--- src/rtl/gmii_rx_pkg.sv ---
// Shared constants for the GMII receive path: FSM encodings, CRC-32 parameters,
// preamble/SFD bytes, frame_err bit positions and the byte-wise CRC step.
package gmii_rx_pkg;

    localparam logic [1:0] ST_IDLE     = 2'd0;
    localparam logic [1:0] ST_PREAMBLE = 2'd1;
    localparam logic [1:0] ST_DATA     = 2'd2;
    localparam logic [1:0] ST_DROP     = 2'd3;

    localparam logic [31:0] CRC_POLY    = 32'hEDB8_8320;
    localparam logic [31:0] CRC_INIT    = 32'hFFFF_FFFF;
    localparam logic [31:0] CRC_RESIDUE = 32'hC704_DD7B;

    localparam logic [7:0] PRE_BYTE = 8'h55;
    localparam logic [7:0] SFD_BYTE = 8'hD5;

    localparam int ERR_PHY = 2;
    localparam int ERR_LEN = 1;
    localparam int ERR_CRC = 0;

    // Reflected CRC-32, one byte per call, data consumed LSB first.
    function automatic logic [31:0] crc32_next(input logic [31:0] crc, input logic [7:0] d);
        logic [31:0] c;
        c = crc;
        for (int i = 0; i < 8; i++) begin
            c = (c[0] ^ d[i]) ? ((c >> 1) ^ CRC_POLY) : (c >> 1);
        end
        return c;
    endfunction

    function automatic logic [31:0] bit_reverse32(input logic [31:0] v);
        logic [31:0] r;
        for (int i = 0; i < 32; i++) begin
            r[i] = v[31 - i];
        end
        return r;
    endfunction

endpackage

--- src/rtl/crc32_d8.sv ---
// 8-bit parallel IEEE 802.3 CRC-32 register with synchronous clear (to the
// init value) and byte enable; clear wins over enable.
module crc32_d8
    import gmii_rx_pkg::*;
(
    input  logic        clk_125m,
    input  logic        rst_n,
    input  logic        clr,
    input  logic        en,
    input  logic [7:0]  data,
    output logic [31:0] crc
);

    always_ff @(posedge clk_125m or negedge rst_n) begin
        if (!rst_n) begin
            crc <= '0;
        end else if (clr) begin
            crc <= CRC_INIT;
        end else if (en) begin
            crc <= crc32_next(crc, data);
        end
    end

endmodule

--- src/rtl/gmii_rx.sv ---
// GMII receiver: preamble/SFD detection, FCS stripping through a 4-byte delay
// line, CRC/length/PHY error checks and a one-cycle end-of-frame status strobe.
module gmii_rx
    import gmii_rx_pkg::*;
#(
    parameter int MIN_LEN = 64,
    parameter int MAX_LEN = 1518
) (
    input  logic        clk_125m,
    input  logic        rst_n,
    input  logic [7:0]  rxd,
    input  logic        rx_dv,
    input  logic        rx_er,
    output logic [7:0]  rx_data,
    output logic        rx_valid,
    output logic        rx_sof,
    output logic        frame_done,
    output logic        frame_good,
    output logic [2:0]  frame_err,
    output logic [10:0] frame_len
);

    localparam logic [10:0] MIN_CNT   = 11'(MIN_LEN);
    localparam logic [10:0] MAX_CNT   = 11'(MAX_LEN);
    localparam logic [10:0] OVF_CNT   = 11'(MAX_LEN + 1);
    localparam logic [10:0] FCS_BYTES = 11'd4;

    logic [7:0]       rxd_q;
    logic             dv_q, er_q, dv_prev;
    logic [1:0]       state, state_nx;
    logic             in_frame, phy_flag;
    logic [10:0]      byte_cnt, cnt_inc;
    logic [3:0][7:0]  delay_line;
    logic [31:0]      crc_val;
    logic             take, fwd, crc_clr, end_frame;
    logic [2:0]       err_vec;
    logic [10:0]      len_val;

    // NOTE: dv resets high so a frame already on the wire at reset release
    // never looks like a fresh rising edge; only a real low-to-high counts.
    always_ff @(posedge clk_125m or negedge rst_n) begin
        if (!rst_n) begin
            rxd_q   <= '0;
            dv_q    <= 1'b1;
            er_q    <= 1'b0;
            dv_prev <= 1'b1;
        end else begin
            rxd_q   <= rxd;
            dv_q    <= rx_dv;
            er_q    <= rx_er;
            dv_prev <= dv_q;
        end
    end

    assign cnt_inc = (byte_cnt == 11'h7FF) ? byte_cnt : byte_cnt + 11'd1;

    // NOTE: every always_comb output gets a default first so no path can
    // leave it unassigned and infer a latch.
    always_comb begin
        state_nx  = state;
        take      = 1'b0;
        crc_clr   = 1'b0;
        end_frame = 1'b0;
        case (state)
            ST_IDLE: begin
                if (dv_q && !dv_prev) begin
                    state_nx = (rxd_q == PRE_BYTE) ? ST_PREAMBLE : ST_DROP;
                end
            end
            ST_PREAMBLE: begin
                if (!dv_q) begin
                    state_nx = ST_IDLE;
                end else if (er_q) begin
                    state_nx = ST_DROP;
                end else if (rxd_q == SFD_BYTE) begin
                    state_nx = ST_DATA;
                    crc_clr  = 1'b1;
                end else if (rxd_q != PRE_BYTE) begin
                    state_nx = ST_DROP;
                end
            end
            ST_DATA: begin
                if (!dv_q) begin
                    state_nx  = ST_IDLE;
                    end_frame = 1'b1;
                end else if (er_q) begin
                    state_nx = ST_DROP;
                end else begin
                    take = 1'b1;
                    if (cnt_inc == OVF_CNT) state_nx = ST_DROP;
                end
            end
            default: begin
                if (!dv_q) begin
                    state_nx  = ST_IDLE;
                    end_frame = in_frame;
                end
            end
        endcase
    end

    // A byte leaves the delay line only once four newer bytes have arrived,
    // which keeps the trailing FCS off rx_data.
    assign fwd = take && (cnt_inc != OVF_CNT) && (byte_cnt >= FCS_BYTES);

    // NOTE: sequential state uses non-blocking assignments so every register
    // samples the pre-edge values of its neighbours.
    always_ff @(posedge clk_125m or negedge rst_n) begin
        if (!rst_n) begin
            state      <= ST_IDLE;
            in_frame   <= 1'b0;
            phy_flag   <= 1'b0;
            byte_cnt   <= '0;
            delay_line <= '0;
        end else begin
            state <= state_nx;
            if (crc_clr) begin
                in_frame <= 1'b1;
                phy_flag <= 1'b0;
                byte_cnt <= '0;
            end else begin
                if (state == ST_IDLE || state == ST_PREAMBLE) in_frame <= 1'b0;
                if ((state == ST_DATA || state == ST_DROP) && er_q) phy_flag <= 1'b1;
                if (take) byte_cnt <= cnt_inc;
            end
            if (take) delay_line <= {delay_line[2:0], rxd_q};
        end
    end

    crc32_d8 u_crc (
        .clk_125m (clk_125m),
        .rst_n    (rst_n),
        .clr      (crc_clr),
        .en       (take),
        .data     (rxd_q),
        .crc      (crc_val)
    );

    // The residue constant is quoted in normal bit order; the register is reflected.
    always_comb begin
        err_vec          = '0;
        err_vec[ERR_PHY] = phy_flag | er_q;
        err_vec[ERR_LEN] = (byte_cnt < MIN_CNT) || (byte_cnt > MAX_CNT);
        err_vec[ERR_CRC] = (bit_reverse32(crc_val) != CRC_RESIDUE);
    end

    assign len_val = (byte_cnt >= FCS_BYTES) ? (byte_cnt - FCS_BYTES) : 11'd0;

    always_ff @(posedge clk_125m or negedge rst_n) begin
        if (!rst_n) begin
            rx_data    <= '0;
            rx_valid   <= 1'b0;
            rx_sof     <= 1'b0;
            frame_done <= 1'b0;
            frame_good <= 1'b0;
            frame_err  <= '0;
            frame_len  <= '0;
        end else begin
            rx_valid   <= fwd;
            rx_sof     <= fwd && (byte_cnt == FCS_BYTES);
            frame_done <= end_frame;
            if (fwd) rx_data <= delay_line[3];
            if (end_frame) begin
                frame_err  <= err_vec;
                frame_good <= (err_vec == 3'b000);
                frame_len  <= len_val;
            end
        end
    end

endmodule

--- config.mk ---
export PLATFORM = sky130hd
export DESIGN_NAME = gmii_rx
export DESIGN_NICKNAME = d
export VERILOG_FILES = /design/src/rtl/gmii_rx_pkg.sv /design/src/rtl/crc32_d8.sv /design/src/rtl/gmii_rx.sv
export SDC_FILE = /design/constraint.sdc
export NUM_CORES = 1
export LEC_CHECK = 0
export CORE_ASPECT_RATIO = 1.25
export CORE_MARGIN = 10
export CORE_UTILIZATION = 35
export CTS_CLUSTER_DIAMETER = 120
export DETAILED_ROUTE_END_ITERATION = 7
export SLEW_MARGIN = 20
export SYNTH_ARGS = -nofsm -noshare
export SYNTH_HDL_FRONTEND = slang
export SYNTH_SLANG_ARGS = --single-unit
--- constraint.sdc ---
create_clock -name clk_125m -period 7.3 [get_ports clk_125m]
set_input_delay 1.095 -clock clk_125m [delete_from_list [all_inputs] [get_ports clk_125m]]
set_output_delay 1.095 -clock clk_125m [all_outputs]
set_load 0.03 [all_outputs]
# After elaboration in Yosys (flattened, before gate mapping)
# Cells that the tools add are included.
# word_totals
output_inout_bits	26
input_bits	12
regBits	116
word_cells	112
# op_classes
magnitude_cmp	3
bitwise_logic	17
n_eq_ne	15
reduce_logical	16
muxes	39
add_sub_neg	2
# ops
cell	n
$mux W32	10
$not A13 Y14	8
$mux W11	4
$ne A32 B32 Y1 const B	1
$eq A11 B11 Y1 const B	2
$mux W2	10
$mux W1	13
$add A11 B1 Y11 const B	1
$eq A11 B3 Y1 const B	1
$ge A11 B3 Y1 const B	1
$gt A11 B11 Y1 const B	1
$lt A11 B7 Y1 const B	1
$ne A11 B11 Y1 const B	1
$sub A11 B3 Y11 const B	1
$eq A8 B7 Y1 const B	1
$eq A8 B8 Y1 const B	1
$ne A8 B7 Y1 const B	1
$xor A1 B1 Y1	8
$pmux W2 S3	1
$reduce_bool A2 Y1	3
$logic_and A1 B1 Y1	5
$ne A5 B5 Y1 const B	1
$eq A2 B2 Y1 const B	2
$ne A4 B1 Y1 const B	1
other kinds (11)	13

# Depth between registers and ports, before layout
# Gate-level depths: netlist of run 1.
# depth
word_depth	18
mapped_depth	9
depth_no_buf	8

# Modules after synthesis
# A second synthesis of run 1 with hierarchy kept.
# hier_totals
hier_cells	586
area_unflattened_um2	5840.6
# by_module_without_submodules
module	area_each_um2	seq_area_each_um2	n_inst	cells_each
gmii_rx	3818.7	2104.5	1	396
crc32_d8	2021.9	800.8	1	190

# Worst setup path before layout of run 1
# Ideal clock, no wire load.
# synth_path
path_kind	register to register
from	register byte_cnt[0]
to	register rx_data[0]
setup_slack_ps	4910
synth_period_minus_slack_ps	2390
t_arrival_ps	2265
t_required_ps	7175
stages_incl_launch_ff	8
path_buffers	0
cell_sequence	dfrtp_1 -> ha_1 -> nand3_2 -> o311ai_1 -> o311ai_1 -> and3_4 -> a211oi_4 -> mux2_2
# synth_between
elab_chain_cells	5
word_cells_on_any_way	7
classes_between	1 x add/sub; 1 x order compare; 2 x eq/ne; 1 x mux; 2 x reduce/logical
# synth_lines
element	line	text
start: declaration	gmii_rx.sv:32	logic [10:0] byte_cnt, cnt_inc;
start signal: assignment	gmii_rx.sv:124	if (take) byte_cnt <= cnt_inc;
$add A11 B1 Y11 or $eq A11 B11 Y1 (tied branches)	gmii_rx.sv:55	assign cnt_inc = (byte_cnt == 11'h7FF) ? byte_cnt : byte_cnt + 11'd1;
$mux W11	gmii_rx.sv:55	
$ne A11 B11 Y1	gmii_rx.sv:104	assign fwd = take && (cnt_inc != OVF_CNT) && (byte_cnt >= FCS_BYTES);
$logic_and A1 B1 Y1	gmii_rx.sv:104	
$logic_and A1 B1 Y1 *	gmii_rx.sv:104	
via fwd	gmii_rx.sv:35	logic take, fwd, crc_clr, end_frame;
end signal: assignment	gmii_rx.sv:162	if (fwd) rx_data <= delay_line[3];
end: declaration	gmii_rx.sv:14	output logic [7:0] rx_data,
# The timed path passes the listed nets; every way through them passes the cells marked *.
# A chain may end at the register's enable or synchronous reset.

# Final worst setup path of run 1
# layout_path
from	register byte_cnt[2]
to	register rx_data[1]
# Same word-level chain as after synthesis.

==> flow_metrics.tcl, run 1 <==
set metrics [dict create \
    synth_fp_nets 604 \
    grt_usage_pct 12.0 \
    required_ns 7.60 \
    synth_area_leaders "dfrtp_1 (49%), nand2_1 (11%), xnor2_1 (9.3%), o211ai_1 (2.9%), xor2_1 (2.7%)" \
    clk_latency_ns 0.42 \
    initial_utilization_pct 35.6 \
    cts-buffers-inserted 17 \
    place_area_um2 6300 \
    clkTransAtPathRegs_ns 0.06 \
    clkPwrFrac_pct 26.0 \
    async_flop_share_pct 100 \
    coreArea_um2 16200 \
    status "completed" \
    clockBufferDepth 2 \
    synth_cells 583 \
    cp_max_fo 10 \
    holdWs_ns 0.413 \
    grt_pass1_vias 4079 \
    p_switching_mw 1.23 \
    design_area_um2 6910 \
    synthDistinctLibCells 57 \
    areaGrowthSynthToFinish_pct 19.8 \
    fmaxAchievable_mhz 357 \
    leakagePower_nw 3.07 \
    synth_most_common_cell "nand2_1" \
    layout-drive-gt1-share_pct 9.90 \
    nNetsFinal 634 \
    slew_headroom_pct 37.9 \
    criticalPathCategory "reg2reg" \
    cts_tree "built" \
    synth-edff-count 0 \
    rsz0062_at_grt "false" \
    fin_crit_sh_pct 38.3 \
    grt_pass1_wl_um 21100 \
    syn_area_um2 5760 \
    pin_count 38 \
    setup_violations 0 \
    critPathLaunchType "flop" \
    wl_per_cell_um 15.1 \
    final_util_pct 42.6 \
    power.total_mw 3.23 \
    comb_power_share_pct 42.7 \
    fin_ws_ns 4.50 \
    hold_buffers 0 \
    synth_commonest_cells "nand2_1 (165), dfrtp_1 (114), xnor2_1 (61)" \
    cts_setup_buffers 0 \
    vias 4139 \
    hold_path_class "reg2reg" \
    p_seq_share_pct 31.3 \
    p_per_area_nw_per_um2 467 \
    ys_ff_latch 116 \
    syn_avg_cell_area_um2 9.89 \
    place_inst 810 \
    grt_antenna_before_repair 0 \
    fin_skew_ns 0.00928 \
    antenna_cells 0 \
    worst_pin_slew_ns 0.932 \
    finalHoldViolations 0 \
    drt_wl_total_um 12800 \
    synth_warnings 0 \
    grt_max_degree 87 \
    routabilityCongestion 0.892 \
    end_kind "flop" \
    seq_area_frac_synth_pct 50.4 \
    swShare_pct 38.2 \
    drc 0 \
    cts_max_level 4 \
    drv_slew 0 \
    grt_overflow_total 0 \
    via_per_inst 4.92 \
    die_w_um 135 \
    ys.flop_type "dfrtp_1" \
    dp_hpwl_um 8680 \
    drt-initial-drc-count 293 \
    num_rows 52 \
    worstPathArrival_ns 3.09 \
    dp_slack_ns 4.48 \
    min_period_ns 2.80 \
    power.internal_mw 2.00 \
    final_antenna_net_count 0 \
    ir_drop_uv 229 \
    root_buffer "clkbuf_16" \
    die-area_um2 22000 \
    finalSetupTns_ns 0 \
    yosys.area.top_type "dfrtp_1" \
    yosysTopAreaCellShare_pct 49.5 \
    max-cap-violations 0 \
    cts_resized 0 \
    dr.pass1.iters 4 \
    die_h_um 163 \
    clkSinkCount 116 \
    port-buffer-count 37 \
    fin_cells 842 \
]
==> area by class of cell <==
cell class / instances / area [um2]
multi-input combinational: 429 / 2700
tap: 216 / 270
timing repair buffer: 41 / 398
sequential: 116 / 2910
inverter: 8 / 30.0
clock inverter: 14 / 166
fill: 1567 / 9300
clock buffer: 18 / 439
==> placed cells by master, fill, tap and decap left out, types with 3 or more instances in the layout <==
cell type and count:
a21oi_1 8, buf_4 5, clkbuf_16 17, clkdlybuf4s50_1 36
clkinv_4 4, dfrtp_1 114, ha_1 9, inv_1 6
inv_6 5, mux2_2 8, nand2_1 165, nand2b_1 3
nand3_1 18, nand4_1 4, nand4b_1 3, nor2_1 20
nor3_1 10, nor4_1 5, o211a_1 3, o211ai_1 22
o21ai_0 16, o221ai_1 3, o31ai_1 8, or2_2 3
or3_1 3, xnor2_1 61, xor2_1 18
==> cells by family after synthesis <==
group	share of synthesized area [%]
XOR/XNOR	13.4
buffers and inverters	2.87
AND/OR/NAND/NOR	19.6
adder cells (fa/ha/maj)	1.95
flip-flops	50.4
multiplexers	2.13
AO/OA/AOI/OAI	9.62
==> power groups by stage <==
stage               Clock [mW]  Sequential, mW  Combinational [mW]
floorplan                    0            1.05                1.02
global placement             0            1.01                1.37
detailed placement           0            1.02                1.38
CTS                      0.858            1.01                1.39
global route             0.893            1.04                1.51
finish                   0.840            1.01                1.38
==> routing by layer <==
metal | vias up | share of wire, % | global-route usage, %
met2 | 98 | 50 | 19.3
li1 | 2026 | - | -
met5 | - | 0 | 0
met3 | 15 | 4.1 | 3.13
met4 | 0 | 1.6 | 5.35
met1 | 2000 | 44 | 14.7
==> sequential cells by signal, indices dropped and copies added, names as in the netlist <==
register,flops
byte_cnt,11
delay_line,32
dv_prev,1
dv_q,1
er_q,1
frame_done,1
frame_err,3
frame_good,1
frame_len,11
in_frame,1
phy_flag,1
rx_data,8
rx_sof,1
rx_valid,1
rxd_q,8
state,2
u_crc.crc,32
==> worst max-delay path, stage by stage (launching register included) <==
cell      delay [ns]
dfrtp_1         0.53
ha_1            0.35
nand3_2         0.23
o311ai_1        0.29
o311ai_1        0.17
and3_4          0.22
a211oi_4        0.50
mux2_2          0.39
==> worst paths after layout <==
check	startpoint	to	slack, ns	depth (start not counted)
setup / recovery	byte_cnt[2]	rx_data[1]	4.50	7
hold / removal	dv_q	dv_prev	0.41	0
setup reg to reg	byte_cnt[2]	rx_data[1]	4.50	7
hold reg to reg	dv_q	dv_prev	0.41	0
max in group asynchronous	rst_n	frame_len[3]	5.43	2
min in group asynchronous	rst_n	delay_line[26]	0.82	1
Power figures use the tool's default switching activity.
==> run 2: changes to the inputs <==
==> constraint.sdc (replaced) <==
create_clock -name clk_125m -period 2.8 [get_ports clk_125m]
set_input_delay 0.42 -clock clk_125m [delete_from_list [all_inputs] [get_ports clk_125m]]
set_output_delay 0.42 -clock clk_125m [all_outputs]
set_load 0.03 [all_outputs]
==> run 2 against run 1 <==
  * Sequential power grew to 2.6 times the previous value
  * Clock power grew to 2.6 times the previous value
  * Clock skew is 0.0020 ns lower
  * Global-route usage is 0.50 points higher
  * Hold slack worse by 0.39 ns
  * Combinational power grew to 2.8 times the previous value
  * Highest routed layer unchanged
==> flow_metrics.tcl, run 2 (synthesis results as in run 1) <==
set metrics [dict create \
    power.internal_mw 5.43 \
    layout.cells.most_common_list "nand2_1 (165), dfrtp_1 (114), xnor2_1 (61)" \
    setup_violations 0 \
    critPathLaunchType "flop" \
    cp_max_fo 9 \
    num_rows 52 \
    finalHoldViolations 0 \
    die_w_um 135 \
    clk_latency_ns 0.41 \
    fin_crit_sh_pct 93.5 \
    leakagePower_nw 3.17 \
    layout_commonest_cell "nand2_1" \
    grt_pass1_vias 4312 \
    dp_hpwl_um 9180 \
    routabilityCongestion 0.894 \
    rsz0062_at_grt "false" \
    hold_buffers 0 \
    clockBufferDepth 2 \
    comb_power_share_pct 44.3 \
    vias 4165 \
    coreArea_um2 16200 \
    status "completed" \
    max-cap-violations 0 \
    cts-buffers-inserted 17 \
    fin_cells 861 \
    hold_path_class "in2async" \
    root_buffer "clkbuf_16" \
    initial_utilization_pct 35.6 \
    clkSinkCount 116 \
    via_per_inst 4.84 \
    drc 0 \
    min_period_ns 2.62 \
    die-area_um2 22000 \
    nNetsFinal 654 \
    slew_headroom_pct 45.1 \
    crit_path_top_delay_cell "dfrtp_1" \
    drv_slew 0 \
    place_inst 829 \
    seqCellArea_um2 2910 \
    grt_overflow_total 0 \
    p_switching_mw 3.18 \
    final_util_pct 43.7 \
    clkPwrFrac_pct 25.6 \
    grt_max_degree 87 \
    dr.pass1.iters 4 \
    wl_per_cell_um 15.2 \
    layout-drive-gt1-share_pct 12.4 \
    criticalPathCategory "reg2reg" \
    p_seq_share_pct 30.1 \
    worst_path_largest_cell_delay_ns 0.43 \
    cts_max_level 4 \
    clkTransAtPathRegs_ns 0.06 \
    areaGrowthSynthToFinish_pct 22.7 \
    worstPathArrival_ns 2.91 \
    finalSetupTns_ns 0 \
    end_kind "flop" \
    grt_antenna_before_repair 0 \
    drt-initial-drc-count 245 \
    holdWs_ns 0.0193 \
    required_ns 3.09 \
    worst_pin_slew_ns 0.823 \
    pin_count 38 \
    cts_tree "built" \
    die_h_um 163 \
    fmaxAchievable_mhz 382 \
    crit_chain "ha_1, nand3_2, nor3_4, mux2_2, nor2_1, a211oi_4, buf_12, mux2_1" \
    port-buffer-count 37 \
    largestRegisters "delay_line: 32 flops, u_crc.crc: 32 flops" \
    grt_pass1_wl_um 22000 \
    critical_path_buf_inv_count 1 \
    fin_skew_ns 0.00729 \
    final_antenna_net_count 0 \
    fillers 1547 \
    power.total_mw 8.60 \
    drt_wl_total_um 13100 \
    swShare_pct 36.9 \
    ir_drop_uv 722 \
    p_per_area_nw_per_um2 1220 \
    grt_usage_pct 12.5 \
    critPathTopFamily "simple AND/OR/NAND/NOR gates" \
    multiInputGateArea_um2 2700 \
    antenna_cells 0 \
]
## run 2: cell types whose count changed in the layout (fill, tap and decap cells not counted), sizes merged
cell	previous run	this run
bufinv	2	3
clkinvlp	0	1
clkbuf	18	20
buf	5	25
inv	14	9
## run 2: power by group through the flow
stage	clock network [mW]	registers (mW)	logic (mW)
final	2.20	2.59	3.81
after global routing	2.34	2.67	4.19
after CTS	2.26	2.60	3.85
after detailed placement	0	2.62	3.80
after global placement	0	2.59	3.78
after floorplan	0	2.74	2.65
## run 2: metrics by stage
| stage | worst slack, ns | area (um2) |
|---|---|---|
| 3_5_place_dp | 0.0943 | 6440 |
| 6_report | 0.181 | 7070 |
| 5_1_grt | 0.0441 | 7070 |
| 2_1_floorplan | 0.410 | 5760 |
| 3_3_place_gp | 0.170 | 6440 |
| 4_1_cts | 0.0631 | 7050 |
## run 2: path summary, 6_finish.rpt
check / depth (start not counted) / end / slack (ns) / start
worst max-delay path: 8 / rx_data[6] / 0.18 / byte_cnt[3]
worst min-delay path: 1 / rx_data[2] / 0.02 / rst_n
worst min register to register: 0 / dv_prev / 0.43 / dv_q
worst max register to register: 8 / rx_data[6] / 0.18 / byte_cnt[3]
max in group asynchronous: 2 / dv_q / 1.96 / rst_n
min in group clk_125m: 0 / dv_prev / 0.43 / dv_q
## run 2: layout make-up
type                    instances  share of cell area, %
clock buffers                  20                   6.46
clock inverters                11                   2.14
repair buffers                 61                   7.93
flip-flops and latches        116                   41.1
inverters                       8                  0.425
multi-input cells             429                   38.1
well taps                     216                   3.82
## run 2: layer usage
metal / global-route usage [%] / share of wire, % / up-vias
met2: 20.7 / 51 / 81
li1: - / - / 2060
met4: 5.70 / 2.0 / 0
met5: 0 / 0 / -
met3: 3.01 / 4.2 / 19
met1: 14.9 / 43 / 2005
## run 2: timing repair
item,CTS,global route
gates resized for setup,0,1
endpoints found under the setup margin,0,8
buffers inserted,0,1
==> RTL change, RTL diff (flow settings as in run 1) <==
Put one more register stage on the output `frame_err`, with the module's reset. The value now appears one clock later. The other outputs are not delayed to match.
--- a/src/rtl/gmii_rx.sv
+++ b/src/rtl/gmii_rx.sv
@@ -26,2 +26,4 @@
     localparam logic [10:0] FCS_BYTES = 11'd4;
+
+    logic [2:0] frame_err_s0;
 
@@ -155,3 +157,3 @@
             frame_good <= 1'b0;
-            frame_err  <= '0;
+            frame_err_s0 <= '0;
             frame_len  <= '0;
@@ -163,3 +165,3 @@
             if (end_frame) begin
-                frame_err  <= err_vec;
+                frame_err_s0 <= err_vec;
                 frame_good <= (err_vec == 3'b000);
@@ -170,2 +172,10 @@
 
+    always_ff @(posedge clk_125m or negedge rst_n) begin
+        if (!rst_n) begin
+            frame_err <= '0;
+        end else begin
+            frame_err <= frame_err_s0;
+        end
+    end
+
 endmodule
Formal check against the unedited RTL: not equivalent (Yosys sat finds a counterexample within 10 cycles, from zero or initial values and one cycle with rst_n low).
==> RTL change against run 1 <==
- hold slack worse by 0.039 ns
- worst setup slack improved by 0.14 ns
- maximum frequency is 5.1% higher
- area after synthesis up 0.61%
- combinational power is 7% higher
- design area about the same
- first-iteration DRC count increased by 8.2%
- sequential share of layout area grew 1.0 points
- total power is 2.4% higher
- sequential cell count up 3
- routed wire length shrank 5.5%
- utilization down 0.13 points
==> RTL change: results (changes against run 1) <==
Synth
  • Post-synth top cells: 148 x nand2_1, 117 x dfrtp_1, 53 x xnor2_1 (was 165 x nand2_1, 114 x dfrtp_1, 61 x xnor2_1)
  • Ys flop type: dfrtp_1 (unchanged)
  • Seq/Total Area, Yosys: 51.4% (was 50.4%)
  • Syn nets: 596 (was 604)
  • Synth area leaders: dfrtp_1 50%, nand2_1 9.6%, xnor2_1 8.0% (was dfrtp_1 49%, nand2_1 11%, xnor2_1 9.3%)
  • Async set or reset register ratio after synthesis: 100% (unchanged)
  • Yosys cell types: 55 (was 57)
  • Number of synthesis warnings: 0 (unchanged)

Placement
  • DPL Wire Length: 8.19 mm (was 8.68 mm)
  • IO Port Bufs: 37 (unchanged)
  • GPL Wtd Cong: 0.870 (was 0.892)
  • Worst slack at placement: 4.61 ns (was 4.48 ns)

Global routing
  • Global-route wire length before repair: 20.4 mm (was 21.1 mm)
  • Tot GR Track Use: 11.3% (was 12.0%)
  • Pin count of the biggest net entering global routing: 96 (was 87)
  • Number of global-route vias before repair: 4074 (was 4079)
  • Initial antenna violation count: 0 (unchanged)

Clock network
  • Cts repair resizes: 0 (unchanged)
  • H-tree level count: 4 (unchanged)
  • Clk slew on worst S/H paths: 0.06 ns (about the same)
  • Latest clock arrival within the worst-skew pair: between 0.4 and 0.5 ns
  • Clk root buf: clkbuf_16 (unchanged)
  • Inserted Clock Buffers: 17 (unchanged)
  • Setup Buffers After CTS: 0 (unchanged)
  • CTS max path bufs: 2 (unchanged)

Finish
  • N_diodes: 0 (unchanged)
  • Layout cell share with drive strength beyond 1: 9.87% (was 9.90%)
  • Layout filler cell count: 1569 (was 1567)
  • Top Registers: delay_line x32, u_crc.crc x32 (unchanged)
  • Layout Nets: 626 (was 634)

Routing
  • First-iteration detailed-routing DRC count: 317 (was 293)
  • Drt pass-1 iters: 6 (was 4)
  • Via count: 4039 (was 4139)
  • Post-Route WL: 12.0 mm (was 12.8 mm)

Power
  • Static leakage: 3.13 nW (was 3.07 nW)
  • Max VDD drop: 186 µV (was 229 µV)

STA
  • Least-Margin Pin Slew: 1.02 ns (was 0.932 ns)
  • Worst Skew: 0.00782 ns (was 0.00928 ns)

Setup path
  • Critical Path Fanout Max: 10 (unchanged)
  • Critical Path Start: byte_cnt[2] (unchanged)
  • Crit path DAT: 2.96 ns (was 3.09 ns)

Outcome
  • Status: finished clean (unchanged)

Min path
  • Hold Path Class: flop to flop (unchanged)
  • Hold_sp: frame_err_s0[2] (was dv_q)
[RTL change: cell count changes after synthesis, moves of 4 or more]
| cell | before | now |
|---|---|---|
| nand2_1 | 165 | 148 |
| buf_4 | 5 | 0 |
| xnor2_1 | 61 | 53 |
| inv_1 | 6 | 14 |
| xor2_1 | 18 | 24 |
| a21oi_1 | 8 | 12 |
| nand3_1 | 18 | 7 |
| o211ai_1 | 22 | 27 |
| xnor2_2 | 0 | 4 |
[RTL change: layout make-up]
class	instances	area share, %
well taps	216	3.91
clock buffers	18	6.21
flip-flops and latches	119	43.1
repair buffers	41	5.76
inverters	14	0.760
multi-input cells	412	38.2
clock inverters	14	2.01
[RTL change: worst paths after layout]
| kind | endpoint | slack, ns | cells after the start |
|---|---|---|---|
| setup / recovery | rx_data[5] | 4.64 | 7 |
| hold / removal | frame_err[2] | 0.37 | 0 |
| setup reg to reg | rx_data[5] | 4.64 | 7 |
| hold reg to reg | frame_err[2] | 0.37 | 0 |
| max in group asynchronous | byte_cnt[9] | 5.32 | 2 |
| min in group asynchronous | delay_line[28] | 0.79 | 1 |
[RTL change: metrics by stage]
stage	area (µm²)	instances	hold WS (ns)
floorplan	5800	575	0.354
global placement	6340	802	0.363
detailed placement	6340	802	0.366
CTS	6910	834	0.378
global route	6910	834	0.380
finish	6910	834	0.373
[RTL change: metal layers]
layer | routed length, µm | vias up | track usage [%] | share of wire [%]
met5 | 0 | - | 0 | 0
met1 | 5370 | 1944 | 14.1 | 45
met4 | 185 | 0 | 4.31 | 1.5
li1 | - | 1994 | - | -
met3 | 498 | 16 | 2.84 | 4.1
met2 | 6000 | 85 | 18.4 | 50
[RTL change: logic make-up (layout without fill, tap and decap cells)]
logic type                 after synthesis  after routing  synth area share (%)
xor gates and xnor gates                84             84                  14.0
AOI/OAI and AO/OA                       83             83                  9.58
DFF                                    119            119                  51.4
buffers and inverters                   44             87                  3.09
muxes                                   11             11                  2.11
adders and majority gates                9              9                  1.94
and+or+nand+nor                        225            225                  17.9
[RTL change: power by group]
part,internal (mW),switching (mW)
Combinational,0.695,0.773
Clock,0.476,0.316
Sequential,0.878,0.169
Total,2.05,1.26
[RTL change: critical path: stages, from the launching register on]
cell	delay, ns
dfrtp_1	0.49
ha_1	0.24
nand3_1	0.27
o311a_1	0.44
o22ai_1	0.24
nor4_4	0.09
nor3_4	0.39
mux2_2	0.39
